===== src/rtl/iommu_reg_hw_wr_arb.sv =====
// iommu_reg_hw_wr_arb
//   Shares the hardware write port (de/d) of the IOMMU register field bank
//   among N_REQ hardware update sources. One requester is picked round-robin,
//   and its field index and data are captured. A single one-cycle de pulse is
//   then driven to that field. A same-cycle software write to the same field
//   wins, and the hardware write is retried on the following cycle.
//
// Ports
//   clk_i, rst_ni     clock, asynchronous active-low reset
//   req_valid_i       per-requester request, held until acked
//   req_sel_i         packed field index, requester i at [i*SEL_W +: SEL_W]
//   req_data_i        packed write data, requester i at [i*DATA_WIDTH +: DATA_WIDTH]
//   req_ack_o         one-hot pulse, the write commits this cycle
//   sw_we_i, sw_sel_i software write to the bank this cycle
//   hw_de_o           hardware write enable
//   hw_sel_o, hw_d_o  captured field index / data
//   busy_o            a captured request is pending
//   stall_cnt_o       (IOMMU_HWARB_STALL_CNT_EN) saturating collision-cycle count
//   stall_o           (IOMMU_HWARB_STALL_CNT_EN) high on each collision cycle
//
// Optional feature macro: IOMMU_HWARB_STALL_CNT_EN

`timescale 1ns/1ps

module iommu_reg_hw_wr_arb #(
  parameter int unsigned N_REQ      = 4,
  parameter int unsigned DATA_WIDTH = 32,
  parameter int unsigned N_FIELDS   = 16,
  localparam int unsigned SEL_W     = $clog2(N_FIELDS)
) (
  input  logic                        clk_i,
  input  logic                        rst_ni,
  input  logic [N_REQ-1:0]            req_valid_i,
  input  logic [N_REQ*SEL_W-1:0]      req_sel_i,
  input  logic [N_REQ*DATA_WIDTH-1:0] req_data_i,
  output logic [N_REQ-1:0]            req_ack_o,
  input  logic                        sw_we_i,
  input  logic [SEL_W-1:0]            sw_sel_i,
  output logic                        hw_de_o,
  output logic [SEL_W-1:0]            hw_sel_o,
  output logic [DATA_WIDTH-1:0]       hw_d_o,
`ifdef IOMMU_HWARB_STALL_CNT_EN
  output logic [15:0]                 stall_cnt_o,
  output logic                        stall_o,
`endif
  output logic                        busy_o
);

  localparam int unsigned PTR_W = $clog2(N_REQ);

  typedef enum logic {
    IDLE  = 1'b0,
    ISSUE = 1'b1
  } state_e;

  state_e                state_q;
  logic [PTR_W-1:0]      rr_ptr_q;
  logic [PTR_W-1:0]      win_q;
  logic [SEL_W-1:0]      sel_q;
  logic [DATA_WIDTH-1:0] data_q;

  logic                  any_valid;
  logic [PTR_W-1:0]      win_idx;
  logic [PTR_W:0]        cand_sum;
  logic [PTR_W-1:0]      cand;
  logic                  collision;
  logic                  commit;
  logic [PTR_W-1:0]      win_next;

  // Scan from rr_ptr upward, wrapping modulo N_REQ; first valid wins.
  always_comb begin
    any_valid = 1'b0;
    win_idx   = '0;
    cand_sum  = '0;
    cand      = '0;
    for (int unsigned i = 0; i < N_REQ; i++) begin
      cand_sum = {1'b0, rr_ptr_q} + (PTR_W+1)'(i);
      if (cand_sum >= (PTR_W+1)'(N_REQ)) begin
        cand_sum = cand_sum - (PTR_W+1)'(N_REQ);
      end
      cand = cand_sum[PTR_W-1:0];
      if (!any_valid && req_valid_i[cand]) begin
        any_valid = 1'b1;
        win_idx   = cand;
      end
    end
  end

  // Only registered state, the captured select and the software port feed
  // de/ack, so there is no path from req_* to any output.
  assign collision = (state_q == ISSUE) && sw_we_i && (sw_sel_i == sel_q);
  assign commit    = (state_q == ISSUE) && !collision;
  assign win_next  = (win_q == PTR_W'(N_REQ - 1)) ? '0 : win_q + PTR_W'(1);

  always_ff @(posedge clk_i or negedge rst_ni) begin
    if (!rst_ni) begin
      state_q  <= IDLE;
      rr_ptr_q <= '0;
      win_q    <= '0;
      sel_q    <= '0;
      data_q   <= '0;
    end else begin
      case (state_q)
        IDLE: begin
          if (any_valid) begin
            win_q   <= win_idx;
            sel_q   <= req_sel_i[win_idx*SEL_W +: SEL_W];
            data_q  <= req_data_i[win_idx*DATA_WIDTH +: DATA_WIDTH];
            state_q <= ISSUE;
          end
        end
        ISSUE: begin
          if (commit) begin
            rr_ptr_q <= win_next;
            state_q  <= IDLE;
          end
        end
        default: state_q <= IDLE;
      endcase
    end
  end

  always_comb begin
    req_ack_o        = '0;
    req_ack_o[win_q] = commit;
  end

  assign hw_de_o  = commit;
  assign hw_sel_o = sel_q;
  assign hw_d_o   = data_q;
  assign busy_o   = (state_q == ISSUE);

`ifdef IOMMU_HWARB_STALL_CNT_EN
  logic [15:0] stall_cnt_q;

  always_ff @(posedge clk_i or negedge rst_ni) begin
    if (!rst_ni) begin
      stall_cnt_q <= '0;
    end else if (collision && (stall_cnt_q != '1)) begin
      stall_cnt_q <= stall_cnt_q + 16'd1;
    end
  end

  assign stall_cnt_o = stall_cnt_q;
  assign stall_o     = collision;
`endif

endmodule


===== config.mk =====
export PLATFORM = sky130hd
export DESIGN_NAME = iommu_reg_hw_wr_arb
export DESIGN_NICKNAME = d
export VERILOG_FILES = /design/src/rtl/iommu_reg_hw_wr_arb.sv
export SDC_FILE = /design/constraint.sdc
export NUM_CORES = 1
export LEC_CHECK = 0
export ABC_AREA = 1
export BUFFER_PORTS_ARGS = -buffer_cell sky130_fd_sc_hd__buf_4
export CAP_MARGIN = 40
export CORE_MARGIN = 2
export CORE_UTILIZATION = 50
export CTS_BUF_LIST = sky130_fd_sc_hd__clkbuf_2 sky130_fd_sc_hd__clkbuf_4 sky130_fd_sc_hd__clkbuf_8
export DETAILED_ROUTE_END_ITERATION = 7
export MAX_ROUTING_LAYER = met4
export PLACE_DENSITY = 0.88
export SETUP_SLACK_MARGIN = 0.2
export SKIP_LAST_GASP = 1
export SYNTH_ARGS = -nofsm -noshare
export SYNTH_HDL_FRONTEND = slang
export SYNTH_SLANG_ARGS = --single-unit

===== constraint.sdc =====
create_clock -name clk_i -period 2.89 [get_ports clk_i]
set_input_delay 0 -clock clk_i [delete_from_list [all_inputs] [get_ports clk_i]]
set_output_delay 0 -clock clk_i [all_outputs]
set_load 0.01 [all_outputs]

### After elaboration in Yosys (flattened, before gate mapping)

Index checks and enable logic that the tools add are counted.

| word-level totals | value |
|---|---|
| logic and storage cells | 68 |
| output and inout bits | 42 |
| bits in registers | 41 |
| input bits | 155 |

| operators by class | value |
|---|---|
| equal/unequal tests | 2 |
| bitwise logic cells | 2 |
| reduce and logical (&&, ||, !) cells | 13 |
| shift operators | 2 |
| add/sub/neg operators | 8 |
| magnitude comparators | 10 |
| mux-type cells | 26 |

Operator list:

| cell | number |
|---|---|
| $shiftx 128x8->32 | 1 |
| $mux 2 | 9 |
| $shiftx 16x5->4 | 1 |
| $lt 2x3->1 const B | 5 |
| $mux 1 | 11 |
| $ge 3x3->1 const B | 3 |
| $bmux 1 s2 | 4 |
| $sub 2x1->2 const B | 4 |
| $logic_and 1x1->1 | 7 |
| $add 2x2->3 const B | 2 |
| $and 4x4->4 | 1 |
| $eq 4x4->1 | 1 |
| $logic_not 1->1 | 4 |
| $reduce_and 2->1 | 2 |
| $add 2x1->3 const B | 1 |
| $ge 2x3->1 const B | 1 |
| $add 2x1->2 const B | 1 |
| $demux 1 s2 | 1 |
| $eq 2x2->1 const B | 1 |
| $ge 2x1->1 const B | 1 |
| $pmux 1 s2 | 1 |
| $not 1->1 | 1 |

### Depth between registers and ports, before layout

| logic depth | value |
|---|---|
| depth after elaboration | 16 |
| mapped depth | 16 |

### Worst setup path before layout

OpenSTA, ideal clock, no wires.

| timing | value |
|---|---|
| path type | register -> register |
| start point | register rr_ptr_q[0] |
| end point | register data_q[18], in the netlist hw_d_o[18] |
| period minus slack after synthesis | 1.796 ns |
| data arrival time | 1.679 ns |
| required time | 2.773 ns |
| path slack | 1.094 ns |
| stages on the path, launching flop included | 16 |
| path buffers | 3 |
| path through | dfrtp_1 buf_6 inv_6 nand2_1 nand3_1 nand2_2 nor2_4 nand3_1 nand3_1 nand2_1 buf_6 buf_2 nand3_1 nand2_1 nand2_1 nand2_1 |

| on the way | value |
|---|---|
| cells in the longest elaborated chain, start to end | 15 |
| elaborated cells on any way between the ends | 39 |
| those cells by class | add/sub (7); order compare (4); shift (1); mux (20); reduce/logical (7) |

RTL lines:

| what | line | source |
|---|---|---|
| start, declared | 57 | `logic [PTR_W-1:0] rr_ptr_q;` |
| start signal, assigned | 114 | `rr_ptr_q <= win_next;` |
| branches (longest 15 deep; another with $add 2x1->3) | n/a |  |
| end signal, assigned | 108 | `data_q <= req_data_i[win_idx*DATA_WIDTH +: DATA_WIDTH];` |
| end, declared | 60 | `logic [DATA_WIDTH-1:0] data_q;` |

Parallel ways; which one is timed is not known. The select of a mux whose other input is x is not followed.
A chain may end at the register's enable or synchronous reset.

### Worst setup path in the final report

| timing | value |
|---|---|
| start point | register rr_ptr_q[0] |
| end point | register data_q[31], in the netlist hw_d_o[31] |

Same word-level chain as after synthesis.

==> metrics.md <==
| Metric | Value |
|---|---|
| Status | `completed` |
| Starting density of the core | `52.3%` |
| Leakage | `3.21 nW` |
| GPL Wtd Cong | `0.899` |
| Slew Limit Fails | `0` |
| Clk_lat worst skew | `0.29 ns` |
| Total Power | `6.52 mW` |
| Grt ovf | `0` |
| Adder-cell share of the synthesized area | `under 10%` |
| Number of distinct library cells after synthesis | `25` |
| Final Setup Violations | `0` |
| Clock power frac | `around 7.4%` |
| Relative slew slack | `~65%` |
| Die width | `88.8 µm` |
| Sw frac | `54.5%` |
| Worst slew pin tran | `0.518 ns` |
| YS warnings | `0` |
| Crit. End Element | `flip-flop` |
| Post-cts sizing count | `0` |
| Cells on Worst Hold Path | `5` |
| First-pass DRT Iterations | `5` |
| Ratio of cells with drive above 1 in the final layout | `between 20 and 30%` |
| Final wirelength | `11300 µm` |
| Synth Area in Compound Gates | `5.71%` |
| Max Clock Freq | `439 MHz` |
| First-pass GRT wire length | `about 18000 µm` |
| Syn nets | `roughly 770` |
| Largest net degree at the start of global routing | `74` |
| Synth Area in XOR/XNOR | `0.731%` |
| Tcrit/Tclk final | `78.7%` |
| DR vias | `4341` |
| Sequential power share | `17.6%` |
| R2R setup slack | `0.61 ns` |
| CTS max path bufs | `2` |
| Power density over cell area | `about 1300 mW/mm²` |
| Post-synthesis sequential area ratio | `28.6%` |
| Die Y | `88.8 µm` |
| Reg clk slew, reported paths | `0.08 ns` |
| Largest family of logic cells by synthesized area | `simple AND/OR/NAND/NOR gates` |
| Reg-to-Reg Start | `rr_ptr_q[0]` |
| Crit path arrival time | `2.46 ns` |
| Commonest non-fill, non-tap cells in the layout | `nand2_1 (235), buf_4 (202), inv_1 (124), nand3_1 (62), dfrtp_1 (41)` |
| Io pins | `197` |
| Logic pwr share | `75.0%` |
| Wire per inst | `12.8 µm` |
| Post-synthesis mux area share | `0%` |
| Initial antenna violation count | `0` |
| RR Endpoint | `hw_d_o[31]` |
| NumNets Final | `about 940` |
| Num CTS Buffers | `5` |
| Synth Instances | `606` |
| DR iter-0 viols | `257` |
| Hold endpoint | `hw_d_o[1]` |
| Hold path start | `req_data_i[1]` |
| Max Cap Violations | `0` |
| Site Rows | `30` |
| Core area | `a little under 0.007 mm²` |
| Worst Reg-to-Reg Cells | `14` |
| Internal power | `2.96 mW` |
| DP HPWL | `roughly 8700 µm` |
| WP data required | `3.08 ns` |
| Setup Skew | `roughly 0.0073 ns` |
| Net Sw Power | `3.55 mW` |
| Post-Synth Simple-Gate Area | `44.6%` |
| Clk root buf | `clkbuf_8` |
| Startpoint Class | `flip-flop` |
| P&R area growth vs syn | `44.3%` |
| Most common cell after layout, fill and taps aside | `nand2_1` |
| WS Path Type | `flip-flop to flip-flop` |
| Hold Path Class | `input pin to flip-flop` |
| Vias/cell | `4.92` |
| H-tree Lvls | `2` |
| Fin crit period | `2.28 ns` |
| Routed Antenna Nets | `0` |
| DIE AREA | `0.00788 mm²` |
| CTS Sinks | `41` |
| Gr usage total | `29.8%` |
| DRC violations left | `0` |
| VDD IR max | `1.20 mV` |
| Flops & latches, synth | `41` |
| Setup Buffers After CTS | `0` |
| Diode count | `0` |
| I/O Buffers | `196` |
| Cell area after synthesis | `between 0.003 and 0.004 mm²` |
| Vias in the first global route | `between 4k and 5k` |
| Post-Synthesis Mean Instance Area | `5.93 µm²` |
| Critical Path Start | `rr_ptr_q[0]` |
| Max FO, Critical Path | `20` |
| Hold Fails Final Rpt | `0` |
| Filler Cell Count | `574` |
| RSZ-0062 raised after global routing | `false` |
| Total Neg Setup Slack | `0 ns` |
| TritonCTS clock tree | `yes` |
==> critical path, stage by stage, from the launching register on <==
cell,delay [ns]
dfrtp_1,0.61
inv_6,0.10
nand2_2,0.08
nand2_2,0.08
nand2_1,0.08
nand2_1,0.08
nor2_4,0.13
nand3_2,0.14
nand3_4,0.25
buf_4,0.28
nand2_1,0.08
nand3_1,0.09
nand2_1,0.06
nand2_1,0.05
nand2_1,0.05
==> registers in the layout, summed over array words and instances, names as in the netlist <==
register	flops
hw_sel_o	4
busy_o	1
hw_d_o	32
win_q	2
rr_ptr_q	2
==> metrics by stage <==
stage / area, µm² / util [%] / worst slack [ns] / instances / hold WS [ns]
3_5_place_dp: 5060 / 73.6 / 0.643 / 873 / 0.0208
2_1_floorplan: 3590 / - / 1.09 / 606 / -0.296
3_3_place_gp: 5060 / 73.6 / 0.733 / 873 / 0.0156
4_1_cts: 5190 / 75.5 / 0.612 / 882 / 0.00379
5_1_grt: 5190 / 75.5 / 0.312 / 882 / 0.0210
6_report: 5190 / 75.5 / 0.614 / 882 / 0.0190
==> worst max path at each step <==
| stage | end |
|---|---|
| after global placement | hw_d_o[24] |
| after floorplan | hw_d_o[18] |
| after global routing | hw_d_o[0] |
| final | hw_d_o[31] |
| after CTS | hw_d_o[6] |
| after detailed placement | hw_sel_o[3] |
==> metal layers <==
layer	GRT usage, %	vias to the layer above	wire length, µm
met5	-	-	0
met4	7.02	0	137
met3	5.88	12	1090
met2	50.7	226	5590
met1	36.5	1893	4500
li1	-	2210	-
==> timing repair <==
item | CTS | global route
setup endpoints to repair | 0 | 0
hold buffers | 1 | 0
hold endpoints to repair | 41 | 0
==> kinds of logic after synthesis <==
kind of cell,Yosys count
AND/OR/NAND/NOR,356
buffers and inverters,161
AO/OA/AOI/OAI,41
flip-flops,41
adder cells (fa/ha/maj),4
XOR/XNOR,3
==> power by group through the flow <==
stage / Combinational (mW) / Clock, mW / Sequential [mW]
5_1_grt: 5.54 / 0.515 / 1.18
3_5_place_dp: 4.87 / 0 / 1.14
2_1_floorplan: 3.59 / 0 / 1.19
4_1_cts: 4.88 / 0.493 / 1.14
6_report: 4.89 / 0.482 / 1.15
3_3_place_gp: 4.72 / 0 / 1.14
==> Yosys cell counts <==
cell type | number | area [µm²]
buf_4 | 2 | 15.0
nand3_1 | 62 | 310
inv_2 | 4 | 15.0
buf_2 | 17 | 85.1
nand3_4 | 2 | 35.0
ha_1 | 4 | 50.1
dfrtp_1 | 41 | 1030
o21ai_0 | 30 | 150
nor2_4 | 2 | 22.5
a21oi_1 | 1 | 5.00
o21ai_1 | 10 | 50.1
nor2_1 | 8 | 30.0
nor2_8 | 1 | 20.0
nand2_2 | 5 | 31.3
nand4_1 | 37 | 231
xor2_1 | 3 | 26.3
nand2_1 | 235 | 882
inv_6 | 1 | 8.76
nand2_4 | 2 | 22.5
inv_1 | 124 | 465
buf_6 | 6 | 67.6
clkbuf_1 | 4 | 15.0
nand3_2 | 1 | 10.0
buf_1 | 3 | 11.3
nor3b_1 | 1 | 7.51
==> cell type report <==
| class | count | area, µm² | share of cell area, % |
|---|---|---|---|
| multi-input cells | 404 | 1880 | 36.3 |
| repair buffers | 204 | 1550 | 29.8 |
| clock inverters | 2 | 37.5 | 0.724 |
| well taps | 96 | 120 | 2.32 |
| inverters | 129 | 489 | 9.43 |
| flip-flops and latches | 41 | 1030 | 19.8 |
| clock buffers | 6 | 82.6 | 1.59 |
Note: power is estimated with default switching activity, not from simulation.
